===== config.mk =====
export PLATFORM = sky130hd
export DESIGN_NAME = l2_clr_array
export DESIGN_NICKNAME = d
export VERILOG_FILES = /design/src/rtl/l2_pkg.sv /design/src/rtl/l2_clr_array.sv
export SDC_FILE = /design/constraint.sdc
export NUM_CORES = 1
export LEC_CHECK = 0
export BUFFER_PORTS_ARGS = -buffer_cell sky130_fd_sc_hd__buf_2
export CAP_MARGIN = 40
export CORE_AREA = 3 3 40 42
export CTS_BUF_LIST = sky130_fd_sc_hd__clkbuf_4
export CTS_CLUSTER_SIZE = 28
export DETAILED_ROUTE_END_ITERATION = 16
export DIE_AREA = 0 0 43 45
export HOLD_SLACK_MARGIN = 0.05
export PLACE_DENSITY = 0.93
export SLEW_MARGIN = 20
export SYNTH_ARGS = -nofsm -noshare
export SYNTH_HDL_FRONTEND = slang
export SYNTH_SLANG_ARGS = --single-unit
export TNS_END_PERCENT = 30

===== constraint.sdc =====
create_clock -name clk -period 4.7 [get_ports clk]
set_clock_uncertainty 0.05 [all_clocks]
set_input_delay 0.47 -clock clk [delete_from_list [all_inputs] [get_ports clk]]
set_output_delay 0.47 -clock clk [all_outputs]
set_load 0.05 [all_outputs]

===== src/rtl/l2_pkg.sv =====
// ---------------------------------------------------------------------------
// l2_pkg
//   Shared types and defaults for the L2 metadata storage arrays.
//   - l2_clr_state_t : clear-sweep controller state (idle / sweeping)
//   - L2_DEF_S_INDEX : default set-index width
//   - L2_DEF_WIDTH   : default entry width
// ---------------------------------------------------------------------------
package l2_pkg;

  typedef enum logic {
    L2_CLR_IDLE,
    L2_CLR_SWEEP
  } l2_clr_state_t;

  localparam int L2_DEF_S_INDEX = 3;
  localparam int L2_DEF_WIDTH   = 1;

endpackage : l2_pkg


===== src/rtl/l2_clr_array.sv =====
// ---------------------------------------------------------------------------
// l2_clr_array
//   2**S_INDEX x WIDTH storage array for L2 metadata (valid, dirty, tag, LRU).
//   Combinational read, same-cycle write-to-read bypass, per-bit write mask.
//   Contents are brought to CLR_VAL by a synchronous sweep, one set per clock,
//   started by reset or by a run-time clear request.
//
// Ports
//   clk        rising-edge clock
//   rst_n      synchronous active-low reset; restarts the clear sweep
//   read       read enable (dataout is 0 when low)
//   load       write enable (ignored while sweeping or when clear_req is high)
//   rindex     read set index
//   windex     write set index
//   datain     write data
//   wmask      per-bit write enable, 1 = bit written
//   clear_req  single-cycle request to start a clear sweep (idle only)
//   busy       high while a sweep is in progress
//   dataout    combinational read data
// ---------------------------------------------------------------------------
module l2_clr_array
  import l2_pkg::*;
#(
  parameter int               S_INDEX = L2_DEF_S_INDEX,
  parameter int               WIDTH   = L2_DEF_WIDTH,
  parameter logic [WIDTH-1:0] CLR_VAL = '0
) (
  input  logic               clk,
  input  logic               rst_n,
  input  logic               read,
  input  logic               load,
  input  logic [S_INDEX-1:0] rindex,
  input  logic [S_INDEX-1:0] windex,
  input  logic [WIDTH-1:0]   datain,
  input  logic [WIDTH-1:0]   wmask,
  input  logic               clear_req,
  output logic               busy,
  output logic [WIDTH-1:0]   dataout
);

  localparam int NUM_SETS = 1 << S_INDEX;

  // All-ones index is the last set; the counter wraps to 0 naturally after it.
  localparam logic [S_INDEX-1:0] LAST_IDX = '1;

  (* ramstyle = "logic" *) logic [WIDTH-1:0] data [NUM_SETS];

  l2_clr_state_t      state_reg, state_next;
  logic [S_INDEX-1:0] clr_idx_reg, clr_idx_next;

  logic               wr_en;
  logic [S_INDEX-1:0] wr_idx;
  logic [WIDTH-1:0]   wr_data;

  logic [WIDTH-1:0]   wr_old;
  logic [WIDTH-1:0]   wr_merge;
  logic               byp_hit;

  // -------------------------------------------------------------------------
  // Masked merge of new data into the entry currently at windex. The same
  // word serves as the bypass value, since bypass only applies when
  // rindex == windex.
  // -------------------------------------------------------------------------
  assign wr_old = data[windex];

  generate
    for (genvar gi = 0; gi < WIDTH; gi++) begin : g_merge
      assign wr_merge[gi] = wmask[gi] ? datain[gi] : wr_old[gi];
    end
  endgenerate

  // -------------------------------------------------------------------------
  // Sweep controller: state register
  // -------------------------------------------------------------------------
  always_ff @(posedge clk) begin
    if (!rst_n) begin
      state_reg   <= L2_CLR_SWEEP;
      clr_idx_reg <= '0;
    end else begin
      state_reg   <= state_next;
      clr_idx_reg <= clr_idx_next;
    end
  end

  // -------------------------------------------------------------------------
  // Sweep controller: next state and the single array write port select.
  // The sweep owns the write port; user loads are dropped, not queued.
  // -------------------------------------------------------------------------
  always_comb begin
    state_next   = state_reg;
    clr_idx_next = clr_idx_reg;
    wr_en        = 1'b0;
    wr_idx       = windex;
    wr_data      = wr_merge;

    case (state_reg)
      L2_CLR_SWEEP: begin
        wr_en        = 1'b1;
        wr_idx       = clr_idx_reg;
        wr_data      = CLR_VAL;
        clr_idx_next = clr_idx_reg + S_INDEX'(1);
        if (clr_idx_reg == LAST_IDX) begin
          state_next = L2_CLR_IDLE;
        end
      end
      L2_CLR_IDLE: begin
        if (clear_req) begin
          state_next   = L2_CLR_SWEEP;
          clr_idx_next = '0;
        end else if (load) begin
          wr_en = 1'b1;
        end
      end
      default: begin
        state_next   = L2_CLR_SWEEP;
        clr_idx_next = '0;
      end
    endcase
  end

  // -------------------------------------------------------------------------
  // Storage write. Reset suppresses the write so a reset edge never commits
  // a sweep step or a load.
  // -------------------------------------------------------------------------
  always_ff @(posedge clk) begin
    if (rst_n && wr_en) begin
      data[wr_idx] <= wr_data;
    end
  end

  // -------------------------------------------------------------------------
  // Read path. While sweeping, every entry is logically CLR_VAL even if the
  // counter has not reached it yet, so reads return CLR_VAL directly.
  // -------------------------------------------------------------------------
  assign busy    = (state_reg == L2_CLR_SWEEP);
  assign byp_hit = load && !clear_req && (rindex == windex);

  always_comb begin
    dataout = '0;
    if (read) begin
      if (busy) begin
        dataout = CLR_VAL;
      end else if (byp_hit) begin
        dataout = wr_merge;
      end else begin
        dataout = data[rindex];
      end
    end
  end

endmodule : l2_clr_array


== After elaboration in Yosys (flattened, before gate mapping) ==
Memories as Yosys holds them, arrays and structs flattened.
Cells that the tools add are included.
W data, S select, Z words.
Word-level totals
  input port bits: 13
  flip-flop bits (word level): 4
  RAM bits: 8
  logic and storage cells: 28
  memories kept: 1
  output and inout port bits: 2
Operators by class
  muxes and demuxes: 16
  add/subtract/negate cells: 1
  bitwise logic cells: 1
  reduce and logical (&&, ||, !) cells: 4
  eq/ne operators: 3
Memory list
  data: words 8, bits a word 1, read ports 2, clocked after memory_dff 0, write ports 1, line l2_clr_array.sv:46  | (* ramstyle = "logic" *) logic [WIDTH-1:0] data [NUM_SETS];
Operator list (number)
  $mux W1: 11
  $mux W3: 2
  $pmux W3 S2: 1
  $pmux W1 S2: 2
  $add A3 B1 Y3 const B: 1
  $eq A3 B3 Y1: 1
  $eq A3 B3 Y1 const B: 1
  $logic_and A1 B1 Y1: 3
  $ne A2 B2 Y1 const B: 1
  $logic_not A1 Y1: 1
  $not A1 Y1: 1

== Longest topological paths before layout ==
  depth in word-level cells: 6
  mapped depth: 5
  depth with buffers taken out: 4

== Worst setup path after synthesis ==
OpenSTA, ideal clock, no wires.
  path kind: input -> output
  from: in windex[0]
  to: out dataout
  data arrival time: 2.472 ns
  data required time: 4.180 ns
  stages on the path: 5
  setup slack: 1.708 ns
  path buffers: 1
  cell sequence: buf_6 -> mux2i_1 -> mux4_2 -> o21a_1 -> a2111oi_2
On the way
  word-level cells in the longest chain between the ends: 5
  elaborated cells on any way between the ends: 7
  classes of those cells: 1 x eq/ne; 4 x mux; 1 x reduce/logical; 1 x memory
RTL lines
  start, declared: line l2_clr_array.sv:33  | input logic [S_INDEX-1:0] windex,
  $mem_v2 Z8 W1 / $eq A3 B3 Y1 (equally long branches)
  $mux W1 / $logic_and A1 B1 Y1 (equally long branches): line l2_clr_array.sv:68, l2_clr_array.sv:136
  $mux W1 (*): line l2_clr_array.sv:143  | end else if (byp_hit) begin
  $mux W1 (*): line l2_clr_array.sv:141  | if (busy) begin
  $mux W1 (*): line l2_clr_array.sv:140  | if (read) begin
  end, declared: line l2_clr_array.sv:38  | output logic [WIDTH-1:0] dataout
Every way passes the cells marked *; elsewhere a longest branch is shown, timed or not.

== Worst setup path after layout ==
  from: in clear_req
  to: out dataout
On the way
  word-level cells in the longest chain between the ends: 6
RTL lines
  start, declared: line l2_clr_array.sv:36  | input logic clear_req,
  $logic_not A1 Y1: line l2_clr_array.sv:136  | assign byp_hit = load && !clear_req && (rindex == windex);
  $logic_and A1 B1 Y1 (2 in a row): line l2_clr_array.sv:136
  $mux W1: line l2_clr_array.sv:143
  $mux W1: line l2_clr_array.sv:141
  $mux W1: line l2_clr_array.sv:140
No other way between the ends.

==> flow_metrics.env <==
export IMPL_num_vias=616
export IMPL_grt_pass1_vias=640
export IMPL_io_buffers=14
export IMPL_synth_cells=73
export IMPL_worst_path_largest_cell_delay_ns=0.49
export IMPL_drive_above_1_share_pct=26.1
export IMPL_avgSynthCellArea_um2=10.6
export IMPL_wl_per_cell_um=15.0
export IMPL_ir_worst_vdd_uv=179
export IMPL_synthesis_nets=88
export IMPL_core_region_area_mm2=0.00128
export IMPL_clk_latency_ns=0.27
export IMPL_cp_end_kind="output port"
export IMPL_start_util_pct=60.0
export IMPL_min_path_type="in -> reg"
export IMPL_critPathTopFamily="simple AND/OR/NAND/NOR gates"
export IMPL_drcViolationCount=0
export IMPL_yosysWarnings=0
export IMPL_die_height_um=45
export IMPL_ios=15
export IMPL_p_leak_nw=0.329
export IMPL_finalMaxSlewViolations=0
export IMPL_clk_pin_slew_ns=0.08
export IMPL_hold_viol_final=0
export IMPL_cts_resized=0
export IMPL_cts_root_buf="clkbuf_4"
export IMPL_synth_flop_cell="edfxtp_1"
export IMPL_cp_common_cell="buf_2"
export IMPL_setup_viol=0
export IMPL_dr_pass1_iters=4
export IMPL_path_buf_inv=2
export IMPL_clock_path_buffers=2
export IMPL_synth_top_area_share_pct=31.2
export IMPL_final_cell_mix="buf_2 (14), nor2_1 (11), edfxtp_1 (8)"
export IMPL_h_tree_depth=1
export IMPL_cts_hold_buf=0
export IMPL_clock_sinks=12
export IMPL_dp_cells=99
export IMPL_wl_mm=1.54
export IMPL_layout_nets=104
export IMPL_p_per_area_mw_per_mm2=259
export IMPL_cts_buffers=3
export IMPL_synthArstFlopShare_pct=0
export IMPL_path_class="in -> out"
export IMPL_dieArea_mm2=0.00194
export IMPL_status="finished clean"
export IMPL_drv_cap=0
export IMPL_worst_pin_slew_ns=0.658
export IMPL_ys_ff_latch=12
export IMPL_slowest_stage="nor4_1"
export IMPL_place_congestion=0.760
export IMPL_period_minus_slack_ns=2.70
export IMPL_first_iter_violations=6
export IMPL_synth_area_um2=771
export IMPL_grt_pass1_wl_mm=2.57
export IMPL_cts_tree="built"
export IMPL_ant_nets=0
export IMPL_yosysTopAreaCell="edfxtp_1"
export IMPL_synth_edf_count=8
export IMPL_yosysUniqueCellTypes=26
export IMPL_final_common_cell="buf_2"
export IMPL_critPathLaunchType="primary input"
export IMPL_rsz0062_at_grt="false"
export IMPL_ys_seq_area_share_pct=41.6
export IMPL_fin_tns_setup_ns=0
export IMPL_largest_register_ffs=8
export IMPL_max_freq_ghz=0.371
export IMPL_antenna_found_initial=0
export IMPL_row_count=13
export IMPL_grt_overflow_total=0
export IMPL_finalCritPeriodShare_pct=57.4
export IMPL_crit_fanout=4
export IMPL_diodes=0
export IMPL_slew_headroom_pct=56.1
export IMPL_cts_setup_buffers=0
export IMPL_die_w_um=43
export IMPL_fillers=108
export IMPL_final_cells=103
export IMPL_syn2layout_area_growth_pct=9.90
export IMPL_synthTopCellsByArea="edfxtp_1 (31%), dfxtp_1 (10%), mux4_2 (5.8%)"
export IMPL_cp_arrival_ns=2.18
export IMPL_via_per_inst=5.98
export IMPL_grt_usage_pct=18.4
export IMPL_grt_max_degree=22
export IMPL_crit_chain="buf_2, or2b_2, nor4_1, a211oi_1, a2111oi_2, buf_2"
export IMPL_power_total_uw=219
export IMPL_cp_required_ns=4.18
export IMPL_hpwl_mm=1.21
## worst register-to-register path, delay by kind of cell (launching register included)
| kind | cells | cell delay [ns] |
|---|---|---|
| flip-flops | 1 | 0.36 |
| AND/OR/NAND/NOR | 1 | 0.37 |
| multiplexers | 2 | 0.53 |
| AO/OA/AOI/OAI | 1 | 0.20 |
## layer usage
metal / vias up / part of all wire (%) / track usage, %
met3: 6 / 5.0 / 4.78
met2: 24 / 52 / 33.5
met5: - / 0 / 0
met1: 291 / 39 / 19.0
li1: 295 / - / -
met4: 0 / 3.4 / 10.8
## layout make-up
class                      instances  area [um2]  area share [%]
sequential                        12         320            37.8
multi-input combinational         55         400            47.3
clock buffer                       3        22.5            2.66
clock inverter                     1        3.75           0.443
tap                               15        18.8            2.22
timing repair buffer              14        70.1            8.27
inverter                           3        11.3            1.33
## worst paths after layout
| path | startpoint | to | slack, ns | depth (start not counted) |
|---|---|---|---|---|
| max | clear_req | dataout | 2.00 | 6 |
| min | rst_n | busy$_SDFF_PN1_ | 0.40 | 2 |
| max reg2reg | data[2]$_DFFE_PP_ | data[5]$_DFFE_PP_ | 2.92 | 4 |
| min reg2reg | clr_idx_reg[0]$_SDFFE_PN0P_ | clr_idx_reg[0]$_SDFFE_PN0P_ | 0.54 | 2 |
## cell families after synthesis
family | count (synthesis) | share of synthesized area, %
compound gates | 13 | 11.0
buf+inv | 6 | 6.49
fa+ha+maj | 2 | 3.25
flops | 12 | 41.6
simple gates | 30 | 20.0
mux | 7 | 14.3
xor+xnor | 3 | 3.41
## per-stage QoR
step	hold slack, ns	instance area, um2	worst slack (ns)	utilization [%]
after floorplan	0.472	771	1.71	-
after global placement	0.496	821	2.05	63.9
after detailed placement	0.526	821	2.04	63.9
after CTS	0.388	847	2.02	65.9
after global routing	0.399	847	1.85	65.9
final	0.397	847	2.00	65.9
## cells in the mapped netlist (2+ instances only)
cell and n:
nor3b_1 2, nand2_1 4, xor2_1 3, a21oi_1 3, nor2b_1 4, nor2_1 11, nor3_1 4, dfxtp_1 4
mux2i_1 4, inv_1 3, o21ai_0 3, edfxtp_1 8, ha_1 2, clkbuf_8 2, a31oi_1 4, mux4_2 2
## where the power goes
group / total [mW] / leakage [nW] / internal, mW / switching (mW)
Sequential: 0.119 / 0.110 / 0.115 / 0.00350
Combinational: 0.0359 / 0.203 / 0.0174 / 0.0185
Clock: 0.0642 / 0.0154 / 0.0307 / 0.0335
Total: 0.219 / 0.329 / 0.164 / 0.0555
Note: power is estimated with default switching activity, not from simulation.
